$ cat config.mk
export PLATFORM = sky130hd
export DESIGN_NAME = ps2_note_ctrl_flat
export DESIGN_NICKNAME = d
export VERILOG_FILES = /design/src/rtl/ps2_note_ctrl_if.sv /design/src/rtl/ps2_note_ctrl.sv /design/src/flat_wrapper.sv
export SDC_FILE = /design/constraint.sdc
export NUM_CORES = 1
export LEC_CHECK = 0
export BUFFER_PORTS_ARGS = -buffer_cell sky130_fd_sc_hd__buf_2
export CAP_MARGIN = 0
export CORE_ASPECT_RATIO = 0.7
export CORE_MARGIN = 1
export CORE_UTILIZATION = 45
export CTS_CLUSTER_SIZE = 24
export DETAILED_ROUTE_END_ITERATION = 6
export GPL_ROUTABILITY_DRIVEN = 0
export REMOVE_ABC_BUFFERS = 1
export SYNTH_ARGS = -nofsm -noshare
export SYNTH_HDL_FRONTEND = slang
export SYNTH_SLANG_ARGS = --single-unit
$ cat constraint.sdc
create_clock -name clk -period 3.1 [get_ports clk]
set_input_delay 0.155 -clock clk [delete_from_list [all_inputs] [get_ports clk]]
set_output_delay 0.155 -clock clk [all_outputs]
set_load 0.03 [all_outputs]
$ cat src/rtl/ps2_note_ctrl_if.sv
// Byte handshake between the PS/2 receiver FIFO (master) and the note controller (slave).
interface ps2_note_ctrl_if;
    logic [7:0] data;
    logic       ready;
    logic       overflow;
    logic       nextdata_n;

    modport master (output data, ready, overflow, input nextdata_n);
    modport slave  (input data, ready, overflow, output nextdata_n);
endinterface

$ cat src/rtl/ps2_note_ctrl.sv
// PS/2 scan-code to phase-increment controller with last-pressed-priority key stack.
// Optional portamento on freq when NOTE_GLIDE_EN is defined.
module ps2_note_ctrl #(
    parameter int STACK_DEPTH = 4,
    parameter int FS_HZ       = 48000
) (
    input  logic               clk,
    input  logic               clrn,
    ps2_note_ctrl_if.slave     bus,
    output logic [15:0]        freq,
    output logic [3:0]         key_cnt,
    output logic signed [1:0]  octave,
    output logic               ovf_seen
);
    localparam int IW = (STACK_DEPTH > 2) ? $clog2(STACK_DEPTH) : 1;
    localparam logic [63:0] FS_MHZ = 64'(FS_HZ) * 64'd1000;

    // Note frequencies given in millihertz so the table rounds exactly in integer math.
    function automatic logic [15:0] note_inc(input logic [63:0] f_mhz);
        logic [63:0] q;
        q = (f_mhz * 64'd65536 + FS_MHZ / 64'd2) / FS_MHZ;
        return q[15:0];
    endfunction

    localparam logic [15:0] INC_C = note_inc(64'd261626);
    localparam logic [15:0] INC_D = note_inc(64'd293665);
    localparam logic [15:0] INC_E = note_inc(64'd329628);
    localparam logic [15:0] INC_F = note_inc(64'd349228);
    localparam logic [15:0] INC_G = note_inc(64'd391995);
    localparam logic [15:0] INC_A = note_inc(64'd440000);
    localparam logic [15:0] INC_B = note_inc(64'd493883);

    typedef enum logic [2:0] {S_IDLE, S_BRK, S_EXT, S_EXT_BRK, S_UPD} state_t;

    state_t      state_q, state_d;
    logic        pop_q;
    logic        accept, do_make, do_break;
    logic [2:0]  stack_q [STACK_DEPTH];
    logic [2:0]  stack_d [STACK_DEPTH];
    logic [3:0]  cnt_q, cnt_d;
    logic [1:0]  oct_q, oct_d;
    logic        ovf_q;
    logic [15:0] freq_q, freq_calc, base;
    logic        note_vld;
    logic [2:0]  note_idx;
    logic [STACK_DEPTH-1:0] hit;
    logic [IW-1:0] hit_pos;
    logic [3:0]  top_idx;

    always_comb begin
        note_vld = 1'b1;
        note_idx = 3'd0;
        case (bus.data)
            8'h1C: note_idx = 3'd0;
            8'h1B: note_idx = 3'd1;
            8'h23: note_idx = 3'd2;
            8'h2B: note_idx = 3'd3;
            8'h34: note_idx = 3'd4;
            8'h33: note_idx = 3'd5;
            8'h3B: note_idx = 3'd6;
            default: note_vld = 1'b0;
        endcase
    end

    generate
        for (genvar gi = 0; gi < STACK_DEPTH; gi++) begin : g_hit
            assign hit[gi] = (4'(gi) < cnt_q) && (stack_q[gi] == note_idx);
        end
    endgenerate

    always_comb begin
        state_d  = state_q;
        accept   = 1'b0;
        do_make  = 1'b0;
        do_break = 1'b0;
        if (state_q == S_UPD) begin
            state_d = S_IDLE;
        end else if (bus.ready && !pop_q) begin
            // FIFO read pointer moves the cycle after a pop, so accepts are spaced by one.
            accept = 1'b1;
            case (state_q)
                S_IDLE: begin
                    if (bus.data == 8'hF0)      state_d = S_BRK;
                    else if (bus.data == 8'hE0) state_d = S_EXT;
                    else begin
                        do_make = 1'b1;
                        state_d = S_UPD;
                    end
                end
                S_BRK: begin
                    do_break = 1'b1;
                    state_d  = S_UPD;
                end
                S_EXT:   state_d = (bus.data == 8'hF0) ? S_EXT_BRK : S_IDLE;
                default: state_d = S_IDLE;
            endcase
        end
    end

    assign bus.nextdata_n = ~(accept & clrn);

    always_comb begin
        stack_d = stack_q;
        cnt_d   = cnt_q;
        oct_d   = oct_q;
        hit_pos = '0;
        for (int i = STACK_DEPTH - 1; i >= 0; i--) begin
            if (hit[i]) hit_pos = IW'(i);
        end
        if (do_make && note_vld) begin
            if (hit == '0) begin
                if (cnt_q == 4'(STACK_DEPTH)) begin
                    // Full: oldest key falls off the bottom.
                    for (int i = 0; i < STACK_DEPTH - 1; i++) stack_d[i] = stack_q[i+1];
                    stack_d[STACK_DEPTH-1] = note_idx;
                end else begin
                    stack_d[cnt_q[IW-1:0]] = note_idx;
                    cnt_d = cnt_q + 4'd1;
                end
            end
        end else if (do_make && bus.data == 8'h1A) begin
            if (oct_q != 2'b11) oct_d = oct_q - 2'd1;
        end else if (do_make && bus.data == 8'h22) begin
            if (oct_q != 2'b01) oct_d = oct_q + 2'd1;
        end else if (do_break && note_vld && hit != '0) begin
            for (int i = 0; i < STACK_DEPTH - 1; i++) begin
                if (IW'(i) >= hit_pos) stack_d[i] = stack_q[i+1];
            end
            cnt_d = cnt_q - 4'd1;
        end
    end

    assign top_idx = cnt_q - 4'd1;

    always_comb begin
        case (stack_q[top_idx[IW-1:0]])
            3'd0:    base = INC_C;
            3'd1:    base = INC_D;
            3'd2:    base = INC_E;
            3'd3:    base = INC_F;
            3'd4:    base = INC_G;
            3'd5:    base = INC_A;
            3'd6:    base = INC_B;
            default: base = 16'd0;
        endcase
        if (cnt_q == 4'd0)          freq_calc = 16'd0;
        else if (oct_q == 2'b11)    freq_calc = base >> 1;
        else if (oct_q == 2'b01)    freq_calc = base << 1;
        else                        freq_calc = base;
    end

`ifdef NOTE_GLIDE_EN
    logic [15:0] freq_tgt_q;
    logic [9:0]  div_q;
`endif

    always_ff @(posedge clk) begin
        if (!clrn) begin
            state_q <= S_IDLE;
            pop_q   <= 1'b0;
            cnt_q   <= 4'd0;
            oct_q   <= 2'b00;
            ovf_q   <= 1'b0;
            freq_q  <= 16'd0;
            for (int i = 0; i < STACK_DEPTH; i++) stack_q[i] <= 3'd0;
`ifdef NOTE_GLIDE_EN
            freq_tgt_q <= 16'd0;
            div_q      <= 10'd0;
`endif
        end else begin
            state_q <= state_d;
            pop_q   <= accept;
            cnt_q   <= cnt_d;
            oct_q   <= oct_d;
            stack_q <= stack_d;
            if (bus.overflow) ovf_q <= 1'b1;
`ifdef NOTE_GLIDE_EN
            div_q <= div_q + 10'd1;
            if (state_q == S_UPD) freq_tgt_q <= freq_calc;
            if ((state_q == S_UPD && freq_calc == 16'd0) || freq_tgt_q == 16'd0) begin
                freq_q <= 16'd0;
            end else if (div_q == 10'h3FF && freq_q != freq_tgt_q) begin
                freq_q <= (freq_q < freq_tgt_q) ? freq_q + 16'd1 : freq_q - 16'd1;
            end
`else
            if (state_q == S_UPD) freq_q <= freq_calc;
`endif
        end
    end

    assign freq     = freq_q;
    assign key_cnt  = cnt_q;
    assign octave   = oct_q;
    assign ovf_seen = ovf_q;
endmodule

$ cat src/flat_wrapper.sv
// flat-port wrapper written by rule: the top's interface ports become plain ports
module ps2_note_ctrl_flat 
#(
    parameter int STACK_DEPTH = 4,
    parameter int FS_HZ       = 48000
)
  (clk, clrn, freq, key_cnt, octave, ovf_seen, bus_data, bus_ready, bus_overflow, bus_nextdata_n);
  ps2_note_ctrl_if bus_i ();
  input  logic clk;
  input  logic clrn;
  output logic [15:0] freq;
  output logic [3:0] key_cnt;
  output logic signed [1:0] octave;
  output logic ovf_seen;
  input wire logic [$bits(bus_i.data)-1:0] bus_data;
  input wire logic [$bits(bus_i.ready)-1:0] bus_ready;
  input wire logic [$bits(bus_i.overflow)-1:0] bus_overflow;
  output wire logic [$bits(bus_i.nextdata_n)-1:0] bus_nextdata_n;
  assign bus_i.data = bus_data;
  assign bus_i.ready = bus_ready;
  assign bus_i.overflow = bus_overflow;
  assign bus_nextdata_n = bus_i.nextdata_n;
  ps2_note_ctrl #(.STACK_DEPTH(STACK_DEPTH), .FS_HZ(FS_HZ)) u_core (.clk(clk), .clrn(clrn), .bus(bus_i), .freq(freq), .key_cnt(key_cnt), .octave(octave), .ovf_seen(ovf_seen));
endmodule
==> results_dict.tcl, run 1 <==
set metrics [dict create \
    outcome "completed" \
    viasPerCell 6.07 \
    ir_drop_mv 0.156 \
    finalCriticalPeriod_ps 2730 \
    timing.rr.start "u_core.key_cnt[0]" \
    grt_overflow 0 \
    firstDrtPassIters 4 \
    cts_tree "done" \
    ys_seq_area_share_pct 24.8 \
    final_util_pct 52.2 \
    worstSkewPairLatency_ps 300 \
    cts-htree-levels 2 \
    r2r_setup_slack_ps 370 \
    end_kind "flip-flop" \
    n_antenna_cell 0 \
    cap_violations 0 \
    synthArstFlopShare_pct 0 \
    finalNonFillerCells 450 \
    grt_pass1_wl_um 12000 \
    crit_path_end "u_core.stack_q[4]" \
    grt_pass1_vias 2282 \
    clk_pin_slew_ps 70 \
    worst_r2r_path_depth 10 \
    cts.repair.resized 0 \
    r2r_end "u_core.stack_q[4]" \
    critPathKind "reg -> reg" \
    min_path_type "in -> reg" \
    hold_viol_final 0 \
    syn-cell-area_um2 2740 \
    finalWirelength_um 7500 \
    netlist_instances 350 \
    drtAntennaViolNets 0 \
    vias 2731 \
    die_w_um 95.3 \
    synth_top_flop_cell "dfxtp_1" \
    grt_max_degree 24 \
    critical_path.startpoint_type "flip-flop" \
    final_max_slew_viol_count 0 \
    synth_edf_count 0 \
    syn_area_per_cell_um2 7.83 \
    powerDensity_nw_per_um2 317 \
    nNetsFinal 392 \
    drc 0 \
    cts_made_buffers 5 \
    antenna_found_initial 0 \
    ys_types 73 \
    power.total_uw 957 \
    cp.arrival_ps 2930 \
    layout-drive-gt1-share_pct 16.3 \
    cts_hold_buf 0 \
    layout_commonest_cell "nor2_1" \
    area_growth_pct 10.1 \
    routedWlPerCell_um 16.7 \
    fmax_mhz 366 \
    dp_cells 442 \
    ys_ff_latch 34 \
    hpwl_um 5610 \
    track_usage_pct 25.0 \
    dieHeight_um 67.3 \
    timing.final.crit_share_pct 88.2 \
    portBuffers 30 \
    design.core.area_um2 5780 \
    finalSetupViolations 0 \
    whs_ps 68.0 \
    die-area_um2 6410 \
    cp_cell_sequence "inv_1, ha_1, nor2_1, o21bai_1, o32ai_1, a22oi_4, nand3_4, o21ai_4, and3_1, o32a_1" \
    rows 23 \
    clock_skew_ps 6.97 \
    yosysWarningCount 0 \
    start_util_pct 47.4 \
    rsz0062_at_grt "no" \
    drt-initial-drc-count 214 \
    crit_required_ps 3290 \
    tns_ps 0 \
    io_pins 36 \
    cts_buffer_depth 2 \
    clock_sinks 34 \
    critical_path.slowest_cell "o32ai_1" \
    slowest_delay_ps 480 \
    post_cts_buffers 0 \
    final_cell_mix "nor2_1, nand2_1, dfxtp_1" \
    cts_root_buf "clkbuf_8" \
    crit_path_max_fanout 9 \
    p_leak_nw 1.19 \
    tightestPinTransition_ps 792 \
    slew_headroom_pct 47.2 \
    critical_path.startpoint "u_core.key_cnt[0]" \
]
## cell type report
| type | count | area [um^2] |
|---|---|---|
| Clock buffer | 7 | 86.3 |
| Clock inverter | 1 | 5.00 |
| Fill cell | 576 | 2770 |
| Inverter | 14 | 52.6 |
| Multi-Input combinational cell | 281 | 1890 |
| Sequential cell | 34 | 681 |
| Tap cell | 75 | 93.8 |
| Timing Repair Buffer | 38 | 210 |
## worst min path at each step
| stage | slack (ps) | depth (start not counted) | startpoint | to |
|---|---|---|---|---|
| after floorplan | 260 | 1 | bus_data[4] | u_core.state_q[1] |
| after CTS | 60 | 3 | bus_overflow | u_core.ovf_seen |
| final | 70 | 3 | bus_overflow | u_core.ovf_seen |
| after global routing | 110 | 3 | bus_overflow | u_core.ovf_seen |
| after global placement | 360 | 3 | bus_overflow | u_core.ovf_seen |
| after detailed placement | 360 | 3 | bus_overflow | u_core.ovf_seen |
## cell usage after synthesis (5+ instances only)
master    instances  area share (%)
a21oi_1          20             3.7
a31oi_1           5             1.1
and3_1            7             1.6
buf_4             6             1.6
clkbuf_1         15             2.1
dfxtp_1          34              25
ha_1              6             2.7
inv_1            13             1.8
mux2i_1           7             2.6
nand2_1          34             4.7
nand4_1           6             1.4
nor2_1           37             5.1
nor3_1           10             1.8
nor4_1            5             1.1
o21ai_0          22             4.0
xnor2_1           9             2.9
xor2_1            5             1.6
## state kept, by name, summed over array words and instances, names as in the netlist
name             count
u_core.stack_q      12
u_core.pop_q         1
u_core.octave        2
u_core.ovf_seen      1
u_core.freq         11
u_core.key_cnt       4
u_core.state_q       3
## cell families after synthesis
family	count (synthesis)	share of synthesized area (%)
xor+xnor	14	4.47
simple gates	137	26.7
buf+inv	39	6.80
flops	34	24.8
fa+ha+maj	6	2.74
mux	9	3.79
other cells	1	0.137
compound gates	110	30.5
## power by group
group / switching [mW] / total [mW] / internal (mW)
sequential: 0.0101 / 0.455 / 0.445
clock: 0.179 / 0.359 / 0.179
combinational: 0.0944 / 0.143 / 0.0486
total: 0.284 / 0.957 / 0.673
## per-layer routing
metal  track usage (%)  vias up  wire [um]
li1                  -     1356          -
met1              39.3     1248       4030
met2              33.4      116       2860
met3              5.07       11        511
met4              6.25        0        106
met5                 0        -          0
## stage by stage
stage,cell area (um^2),setup WS (ps)
after floorplan,2620,251
after global placement,2930,419
after detailed placement,2930,331
after CTS,3020,376
after global routing,3020,107
final,3020,365
## worst max-delay path, delay by kind of cell, from the launching register on
family	cells	cell delay (ps)
compound gates	5	1230
simple gates	3	560
flops	1	420
fa+ha+maj	1	290
buf+inv	1	130
Power figures use the tool's default switching activity.
==> run 2, diff against run 1 <==
==> constraint.sdc (replaced) <==
create_clock -name clk -period 2.75 [get_ports clk]
set_input_delay 0.1375 -clock clk [delete_from_list [all_inputs] [get_ports clk]]
set_output_delay 0.1375 -clock clk [all_outputs]
set_load 0.03 [all_outputs]
==> run 2 against run 1 <==
  * Critical path depth unchanged
  * Setup slack got worse by 83 ps
  * First-iteration DRC count decreased by 1.9%
  * Critical path type unchanged
  * Largest power group unchanged
  * Largest cell class unchanged
  * Wire length increased by 2.0%
  * Cell count increased by 3.6%
  * Sequential cell count unchanged
==> results_dict.tcl, run 2 (synthesized netlist as in run 1, its figures left out) <==
set metrics [dict create \
    outcome "completed" \
    finalSetupViolations 0 \
    hold_depth 3 \
    cts_hold_buf 0 \
    design.core.area_um2 5780 \
    wl_met2_um 3020 \
    cts_root_buf "clkbuf_8" \
    largest_register "u_core.stack_q" \
    cts_made_buffers 5 \
    layout-drive-gt1-share_pct 20.7 \
    rsz0062_at_grt "no" \
    finalWirelength_um 7650 \
    worstSkewPairLatency_ps 290 \
    slew_headroom_pct 49.1 \
    cap_violations 0 \
    firstDrtPassIters 5 \
    clk_pin_slew_ps 80 \
    hold_viol_final 0 \
    cp.arrival_ps 2660 \
    area_growth_pct 15.3 \
    timing.rr.start "u_core.key_cnt[0]" \
    tightestPinTransition_ps 763 \
    power.total_mw 1.09 \
    cts-htree-levels 2 \
    viasPerCell 6.02 \
    worst_r2r_path_depth 10 \
    n_antenna_cell 0 \
    min_path_type "in -> reg" \
    timing.final.crit_share_pct 89.7 \
    dpl_cell_area_um2 3030 \
    top_layer "met4" \
    r2r_setup_slack_ps 280 \
    dr_wl_met3_um 660 \
    grt_pass1_wl_um 12500 \
    track_usage_pct 25.6 \
    clock_sinks 34 \
    vias 2805 \
    crit_path_max_fanout 7 \
    antenna_found_initial 0 \
    r2r_end "u_core.stack_q[3]" \
    largest_register_ffs 12 \
    grt_overflow 0 \
    grt_pass1_vias 2424 \
    layout_commonest_cell "nor2_1" \
    powerDensity_nw_per_um2 345 \
    final_max_slew_viol_count 0 \
    wl_met1_um 3910 \
    rows 23 \
    critPathKind "reg -> reg" \
    dieHeight_um 67.3 \
    hpwl_um 5800 \
    ir_drop_mv 0.196 \
    critical_path.startpoint_type "flip-flop" \
    io_pins 36 \
    start_util_pct 47.4 \
    cts_tree "done" \
    drc 0 \
    critical_path.startpoint "u_core.key_cnt[0]" \
    end_kind "flip-flop" \
    p_leak_nw 1.27 \
    tns_ps 0 \
    drtAntennaViolNets 0 \
    final_area_um2 3160 \
    grt_max_degree 24 \
    die_w_um 95.3 \
    crit_required_ps 2940 \
    fmax_mhz 405 \
    routedWlPerCell_um 16.4 \
    final_cell_mix "nor2_1, nand2_1, dfxtp_1" \
    final_util_pct 54.6 \
    drt-initial-drc-count 210 \
    nNetsFinal 408 \
    portBuffers 30 \
    crit_path_end "u_core.stack_q[3]" \
    die-area_um2 6410 \
    cts_buffer_depth 2 \
    clock_skew_ps 4.38 \
    finalCriticalPeriod_ps 2470 \
]
## run 2: changes by cell type in the layout (fill, tap and decap cells not counted), sizes merged
cell	change
clkbuf	-1
buf	+16
clkinvlp	+1
## run 2: power by group
part	total, mW	internal [mW]	switching [mW]
clock	0.406	0.201	0.204
sequential	0.513	0.502	0.0114
combinational	0.172	0.0614	0.111
## run 2: worst max-delay path, stage by stage (launching register included)
cell and delay [ps]:
dfxtp_1 310, inv_1 130, ha_2 240, inv_1 120, o2111ai_1 210, o32ai_1 160, a22oi_4 300, nand3_4 170
a32oi_2 250, nor2_1 110, o32a_1 350
## run 2: timing repair
action	CTS	global route
resized for setup	0	3
endpoints found under the hold margin	0	0
endpoints found under the setup margin	0	8
setup buffers	0	2
## run 2: stage by stage
step / worst slack [ps] / hold slack [ps] / instances
after floorplan: -98.7 / 241 / 329
after global placement: 115 / 340 / 456
after detailed placement: 40.1 / 359 / 456
after CTS: 203 / 36.1 / 464
final: 283 / 37.7 / 466
after global routing: 31.4 / 58.2 / 466
## run 2: how the worst min path moves through the flow
stage            startpoint                end  slack [ps]
5_1_grt        bus_overflow    u_core.ovf_seen          60
3_3_place_gp   bus_overflow    u_core.ovf_seen         340
4_1_cts        bus_overflow    u_core.ovf_seen          40
2_1_floorplan   bus_data[4]  u_core.state_q[1]         240
3_5_place_dp   bus_overflow    u_core.ovf_seen         360
6_report       bus_overflow    u_core.ovf_seen          40
## run 2: per-layer routing
| metal | global-route usage, % | up-vias |
|---|---|---|
| met5 | 0 | - |
| met1 | 37.9 | 1293 |
| met2 | 36.3 | 116 |
| li1 | - | 1386 |
| met3 | 6.98 | 10 |
| met4 | 5.49 | 0 |
## run 2: area by class of cell
class	count	area, um^2
Timing Repair Buffer	54	330
Fill cell	567	2630
Inverter	14	52.6
Multi-Input combinational cell	281	1910
Tap cell	75	93.8
Clock inverter	2	12.5
Clock buffer	6	82.6
Sequential cell	34	681
